### config.mk
export PLATFORM = sky130hd
export DESIGN_NAME = sat_counter
export DESIGN_NICKNAME = d
export VERILOG_FILES = /design/src/rtl/sat_counter.sv
export SDC_FILE = /design/constraint.sdc
export NUM_CORES = 1
export LEC_CHECK = 0
export ABC_AREA = 1
export BUFFER_PORTS_ARGS = -buffer_cell sky130_fd_sc_hd__buf_2
export CORE_AREA = 2 2 39 41
export DETAILED_ROUTE_END_ITERATION = 7
export DIE_AREA = 0 0 41 43
export PLACE_DENSITY_LB_ADDON = 0.1
export SYNTH_ARGS = -nofsm -noshare
export SYNTH_HDL_FRONTEND = slang
export SYNTH_SLANG_ARGS = --single-unit
### constraint.sdc
create_clock -name clk -period 1.3 [get_ports clk]
set_input_delay 0.26 -clock clk [delete_from_list [all_inputs] [get_ports clk]]
set_output_delay 0.26 -clock clk [all_outputs]
set_load 0.01 [all_outputs]
### src/rtl/sat_counter.sv
// rtl/sat_counter.sv - saturating up-counter with synchronous clear
module sat_counter #(
    parameter int WIDTH = 4
) (
    input  logic             clk,
    input  logic             rst_n,
    input  logic             clr,
    input  logic             inc,
    output logic [WIDTH-1:0] q
);

    always_ff @(posedge clk or negedge rst_n) begin
        if (!rst_n) begin
            q <= '0;
        end else if (clr) begin
            q <= '0;
        end else if (inc && (q != {WIDTH{1'b1}})) begin
            q <= q + 1'b1;
        end
    end

endmodule

==> results_dict.tcl, run 1 <==
set metrics [dict create \
    antenna_left 0 \
    yosysMostFrequentCell "nand2_1" \
    dr.pass1.iters 2 \
    largest_reg_flops 4 \
    hold_viol_final 0 \
    finish.instance_area_sq_um 325.3 \
    design.core.area_sq_mm 0.001384 \
    slowest_delay_ns 0.37 \
    holdPathStages 4 \
    highest_layer "met3" \
    fin_setup_tns_ns 0 \
    dieHeight_microns 43 \
    status "finished, final reports clean" \
    drcViolationCount 0 \
    setup_viol 0 \
    synth_warnings 0 \
    path_delay_family "flip-flops" \
    p_int_mw 0.2622 \
    grt_max_degree 7 \
    wl_per_cell_microns 8.707 \
    min_to "q[0]" \
    avgSynthCellArea_sq_um 7.680 \
    drive_gt1_frac 0.3571 \
    cts_setup_buffers 0 \
    pwr-share-clk 0.427 \
    start_kind "flop" \
    pre_cts_slack_ns 0.2179 \
    port_buffers 7 \
    diodes 0 \
    grt_pass1_wl_microns 669 \
    synth_edf_count 0 \
    wl_met3_microns 29 \
    clock_sinks 4 \
    ctsResizeCount 0 \
    sequentialPowerShare 0.400 \
    cap_violations 0 \
    rsz0062_at_grt "false" \
    reg.largest.list "q: 4 flops" \
    r2r.worst_path.cells 7 \
    crit_required_ns 1.04 \
    regMostFlops "q" \
    insertion_delay_ns 0.23 \
    seq_area_frac_synth 0.4494 \
    htreeDepth 1 \
    synth_top_cell_area_share 0.4494 \
    numCtsBuffers 3 \
    synth_cell_type_count 10 \
    r2r-end "q[2]" \
    fp.dieW_microns 41 \
    initial_core_util 0.1609 \
    area_growth_pct 46.07 \
    wl_met1_microns 220 \
    period_share 0.8833 \
    hp-class "input pin to flop" \
    end_kind "primary output" \
    antenna_found_initial 0 \
    hold_slack_ns 0.3048 \
    fmax_ghz 0.8709 \
    cp_num_buf_inv 2 \
    slew_headroom 0.8679 \
    finClkSkew_ns 0.003195 \
    ys_ff_latch 4 \
    tightestPinTransition_ns 0.1982 \
    hold_start "clr" \
    syn_inst 29 \
    crit_fanout 5 \
    swShare 0.2351 \
    grt.overflow.total 0 \
    r2r_slack_ns 0.22 \
    io_pins 8 \
    drtIter0Drc 2 \
    via_per_inst 3.759 \
    period_needed_ns 1.148 \
    slowest_stage "dfrtp_1" \
    grt_pass1_vias 179 \
    peakVddDrop_uv 360.0 \
    switchingPower_mw 0.08058 \
    crit_arrival_ns 0.89 \
    drt_wl_total_microns 505 \
    p_per_area_mw_per_mm2 1054 \
    crit_path_cell_trace "buf_4 > buf_2" \
    synth_area_leaders "dfrtp_1 (45%), nand2_1 (17%), nand3_1 (9.0%)" \
    placed_cells 54 \
    gp_congestion 0.6490 \
    grtUsageTotal 0.06357 \
    placed_area_sq_um 292.8 \
    nNetsFinal 49 \
    dieArea_sq_mm 0.001763 \
    async_flop_share 1.000 \
    clk_path_buf_depth 2 \
    fin_ws_ns 0.1517 \
    synth_nets 34 \
    comb_power_share 0.172 \
    drv_slew 0 \
    yosys-top-cells-count "nand2_1 (10), dfrtp_1 (4), nand3_1 (4)" \
    criticalPathCategory "flop to primary output" \
    path_clk_slew_ns 0.04 \
    synth_top_area_cell "dfrtp_1" \
    core.rowCount 14 \
    syn_area_sq_um 222.7 \
    synth_flop_cell "dfrtp_1" \
    vias 218 \
    finalNonFillerCells 58 \
    wl_met2_microns 255 \
    cts_tree "yes" \
    leakage_nw 0.1998 \
    clock-root-buffer "clkbuf_4" \
    r2r-start "q[0]" \
]
==> cell type report <==
class                   instances  area (sq um)
well taps                      16         20.02
clock buffers                   3         22.52
repair buffers                 10         60.06
inverters                       4         15.01
flip-flops and latches          4         100.1
multi-input cells              21         107.6
fillers                       163          1059
==> worst max path at each step <==
stage,startpoint,depth (start not counted),end
2_1_floorplan,q[0],7,q[3]
3_3_place_gp,q[0],7,q[3]
3_5_place_dp,q[0],7,q[3]
4_1_cts,q[0],2,q[0]
5_1_grt,q[0],7,q[2]
6_report,q[0],2,q[0]
==> per-layer routing <==
metal	GRT usage	vias up
li1	-	118
met1	0.06863	96
met2	0.08438	4
met3	0.01571	0
met4	0.08000	0
met5	0	-
==> power groups by stage <==
stage	Clock [mW]	Sequential [mW]	Combinational, mW
6_report	0.146	0.137	0.0591
5_1_grt	0.157	0.138	0.0656
4_1_cts	0.157	0.137	0.0606
3_5_place_dp	0	0.139	0.0580
3_3_place_gp	0	0.139	0.0580
2_1_floorplan	0	0.146	0.0200
==> cell usage in the layout, fill, tap and decap left out, drive strengths merged <==
master	instances
nand2	12
dfrtp	4
xor2	1
buf	9
inv	4
ha	1
nor2	1
nand3	4
clkbuf	3
dlygate4sd3	1
nand4	2
==> timing repair <==
item / in CTS / in global routing
endpoints found under the setup margin: 0 / 0
endpoints found under the hold margin: 4 / 0
hold buffers: 1 / 0
==> stage by stage <==
stage / power, mW / util
detailed placement: 0.1968 / 0.2116
CTS: 0.3549 / 0.2351
floorplan: 0.1663 / -
global route: 0.3615 / 0.2351
finish: 0.3428 / 0.2351
global placement: 0.1969 / 0.2116
==> logic make-up (layout without fill, tap and decap cells) <==
logic type    after synthesis  after routing  share of synthesized area
simple gates               19             19                     0.3876
buf+inv                     4             17                    0.06740
fa+ha+maj                   1              1                    0.05617
xor+xnor                    1              1                    0.03933
flops                       4              4                     0.4495
==> worst min-delay path, stage by stage <==
cell,delay (ns)
buf_2,0.09
nor2_1,0.04
nand2_1,0.05
nand2_1,0.05
Power figures use the tool's default switching activity.
==> run 2, diff against run 1 <==
- ABC_AREA: 1 -> not set
- SLEW_MARGIN: not set -> 20
==> results_dict.tcl, run 2 <==
set metrics [dict create \
    largest_reg_flops 4 \
    hp-class "input pin to flop" \
    drv_slew 0 \
    clock-root-buffer "clkbuf_4" \
    wl_per_cell_microns 10.00 \
    synth_top_cell_area_share 0.4372 \
    grt_pass1_vias 195 \
    synth_area_leaders "dfrtp_1 (44%), mux2_4 (6.6%), nor2b_4 (6.0%)" \
    timing.critical_path.to "q[0]" \
    antenna_found_initial 0 \
    grt_max_degree 7 \
    finalNonFillerCells 51 \
    design.core.area_sq_mm 0.001384 \
    peakVddDrop_uv 522.0 \
    diodes 0 \
    crit_fanout 3 \
    dr.pass1.iters 2 \
    multiInputGateArea_sq_um 131.4 \
    slew_headroom 0.8837 \
    regArea_sq_um 100.1 \
    dieHeight_microns 43 \
    avgSynthCellArea_sq_um 11.45 \
    drcViolationCount 0 \
    via_per_inst 4.078 \
    synth_top_area_cell "dfrtp_1" \
    syn_inst 20 \
    ctsResizeCount 0 \
    area_growth_pct 52.46 \
    r2r_slack_ns 0.03 \
    tightestPinTransition_ns 0.1731 \
    synth_nets 25 \
    port_buffers 7 \
    status "finished, final reports clean" \
    synth_warnings 0 \
    htreeDepth 1 \
    drtIter0Drc 8 \
    grt.overflow.total 0 \
    crit_required_ns 1.41 \
    most-common-layout-cells "buf_2 (7), buf_4 (4), dfrtp_1 (4)" \
    reg.largest.list "q: 4 flops" \
    holdPathStages 2 \
    synth_edf_count 0 \
    start_kind "flop" \
    cp-startpoint "q[0]" \
    end_kind "flop" \
    vias 208 \
    seq_area_frac_synth 0.4372 \
    cts_tree "yes" \
    yosys-top-cells-count "dfrtp_1 (4), a21oi_1 (2), nand2b_1 (2)" \
    period_needed_ns 1.274 \
    path_clk_slew_ns 0.04 \
    leakage_nw 0.1776 \
    syn_area_sq_um 229.0 \
    insertion_delay_ns 0.24 \
    fp.dieW_microns 41 \
    async_flop_share 1.000 \
    r2r.worst_path.cells 4 \
    placed_cells 46 \
    pre_cts_slack_ns 0.02122 \
    grt_pass1_wl_microns 772 \
    synth_cell_type_count 15 \
    p_per_area_mw_per_mm2 998.6 \
    numCtsBuffers 3 \
    fmax_ghz 0.7850 \
    hold_viol_final 0 \
    finClkSkew_ns 0.006477 \
    dieArea_sq_mm 0.001763 \
    gp_congestion 0.6419 \
    drive_gt1_frac 0.5429 \
    period_share 0.9799 \
    fin_setup_tns_ns 0 \
    clk_path_buf_depth 2 \
    crit_arrival_ns 1.39 \
    grtUsageTotal 0.07538 \
    setup_viol 0 \
    regMostFlops "q" \
    fin_ws_ns 0.02609 \
    cap_violations 0 \
    core.rowCount 14 \
    antenna_left 0 \
    initial_core_util 0.1655 \
    criticalPathCategory "flop to flop" \
    yosysMostFrequentCell "dfrtp_1" \
    drt_wl_total_microns 510 \
    fin_util 0.2523 \
    clock_sinks 4 \
    ys_ff_latch 4 \
    r2r-start "q[0]" \
    synth_flop_cell "dfrtp_1" \
    nNetsFinal 42 \
    io_pins 8 \
    fillers 150 \
    r2r-end "q[0]" \
    layout_commonest_cell "buf_2" \
]
## run 2: cell types whose count changed in the layout (fill, tap and decap cells not counted), moves of 2 or more
| cell | before | now |
|---|---|---|
| nand2b_1 | 0 | 2 |
| nand3_1 | 4 | 0 |
| buf_4 | 2 | 4 |
| inv_1 | 3 | 0 |
| nand2_1 | 10 | 0 |
| nand2_2 | 2 | 0 |
| a21oi_1 | 0 | 2 |
## run 2: cell families (layout without fill, tap and decap cells)
family	Yosys count	after routing	synth area share
AOI/OAI and AO/OA	3	3	0.06555
adders and majority gates	1	1	0.05464
buffers and inverters	0	15	0
DFF	4	4	0.4372
muxes	2	2	0.1093
and+or+nand+nor	10	10	0.3333
## run 2: where the power goes
part           internal [mW]  total [mW]  leakage [nW]  switching, mW
Combinational         0.0332      0.0583         0.109         0.0251
Clock                  0.103       0.155        0.0138         0.0519
Sequential             0.131       0.135        0.0544        0.00384
## run 2: cell type report
class | instances | share of cell area
well taps | 16 | 0.05735
multi-input cells | 16 | 0.3763
repair buffers | 12 | 0.2151
flip-flops and latches | 4 | 0.2867
clock buffers | 3 | 0.06452
## run 2: worst min path at each step
| stage | startpoint | endpoint | slack (ns) |
|---|---|---|---|
| finish | clr | q[3] | 0.24 |
| global route | clr | q[3] | 0.27 |
| CTS | clr | q[3] | 0.25 |
| detailed placement | rst_n | q[1] | 0.07 |
| global placement | rst_n | q[0] | 0.07 |
| floorplan | rst_n | q[0] | -0.04 |
## run 2: metrics by stage
| stage | power [mW] | area (sq um) | hold slack, ns |
|---|---|---|---|
| after floorplan | 0.1616 | 231.5 | -0.03559 |
| after global placement | 0.1923 | 309.0 | 0.06607 |
| after detailed placement | 0.1927 | 309.0 | 0.07169 |
| after CTS | 0.3548 | 341.6 | 0.2456 |
| after global routing | 0.3679 | 349.1 | 0.2663 |
| final | 0.3486 | 349.1 | 0.2442 |
## run 2: critical path: stages, from the launching register on
cell and delay, ns:
dfrtp_1 0.37, ha_2 0.20, and3_4 0.16, nor2b_4 0.12
mux2_4 0.30
## run 2: layer usage
layer	GRT usage	wire length, microns	vias up
li1	-	-	104
met1	0.07097	211	89
met2	0.1000	215	11
met3	0.04712	55	4
met4	0.08000	27	0
met5	0	0	-
## run 2: repair_timing
| action | in CTS | in global routing |
|---|---|---|
| setup endpoints to repair | 0 | 1 |
| endpoints found under the hold margin | 4 | 0 |
| buffers inserted | 0 | 1 |
| hold buffers | 1 | 0 |
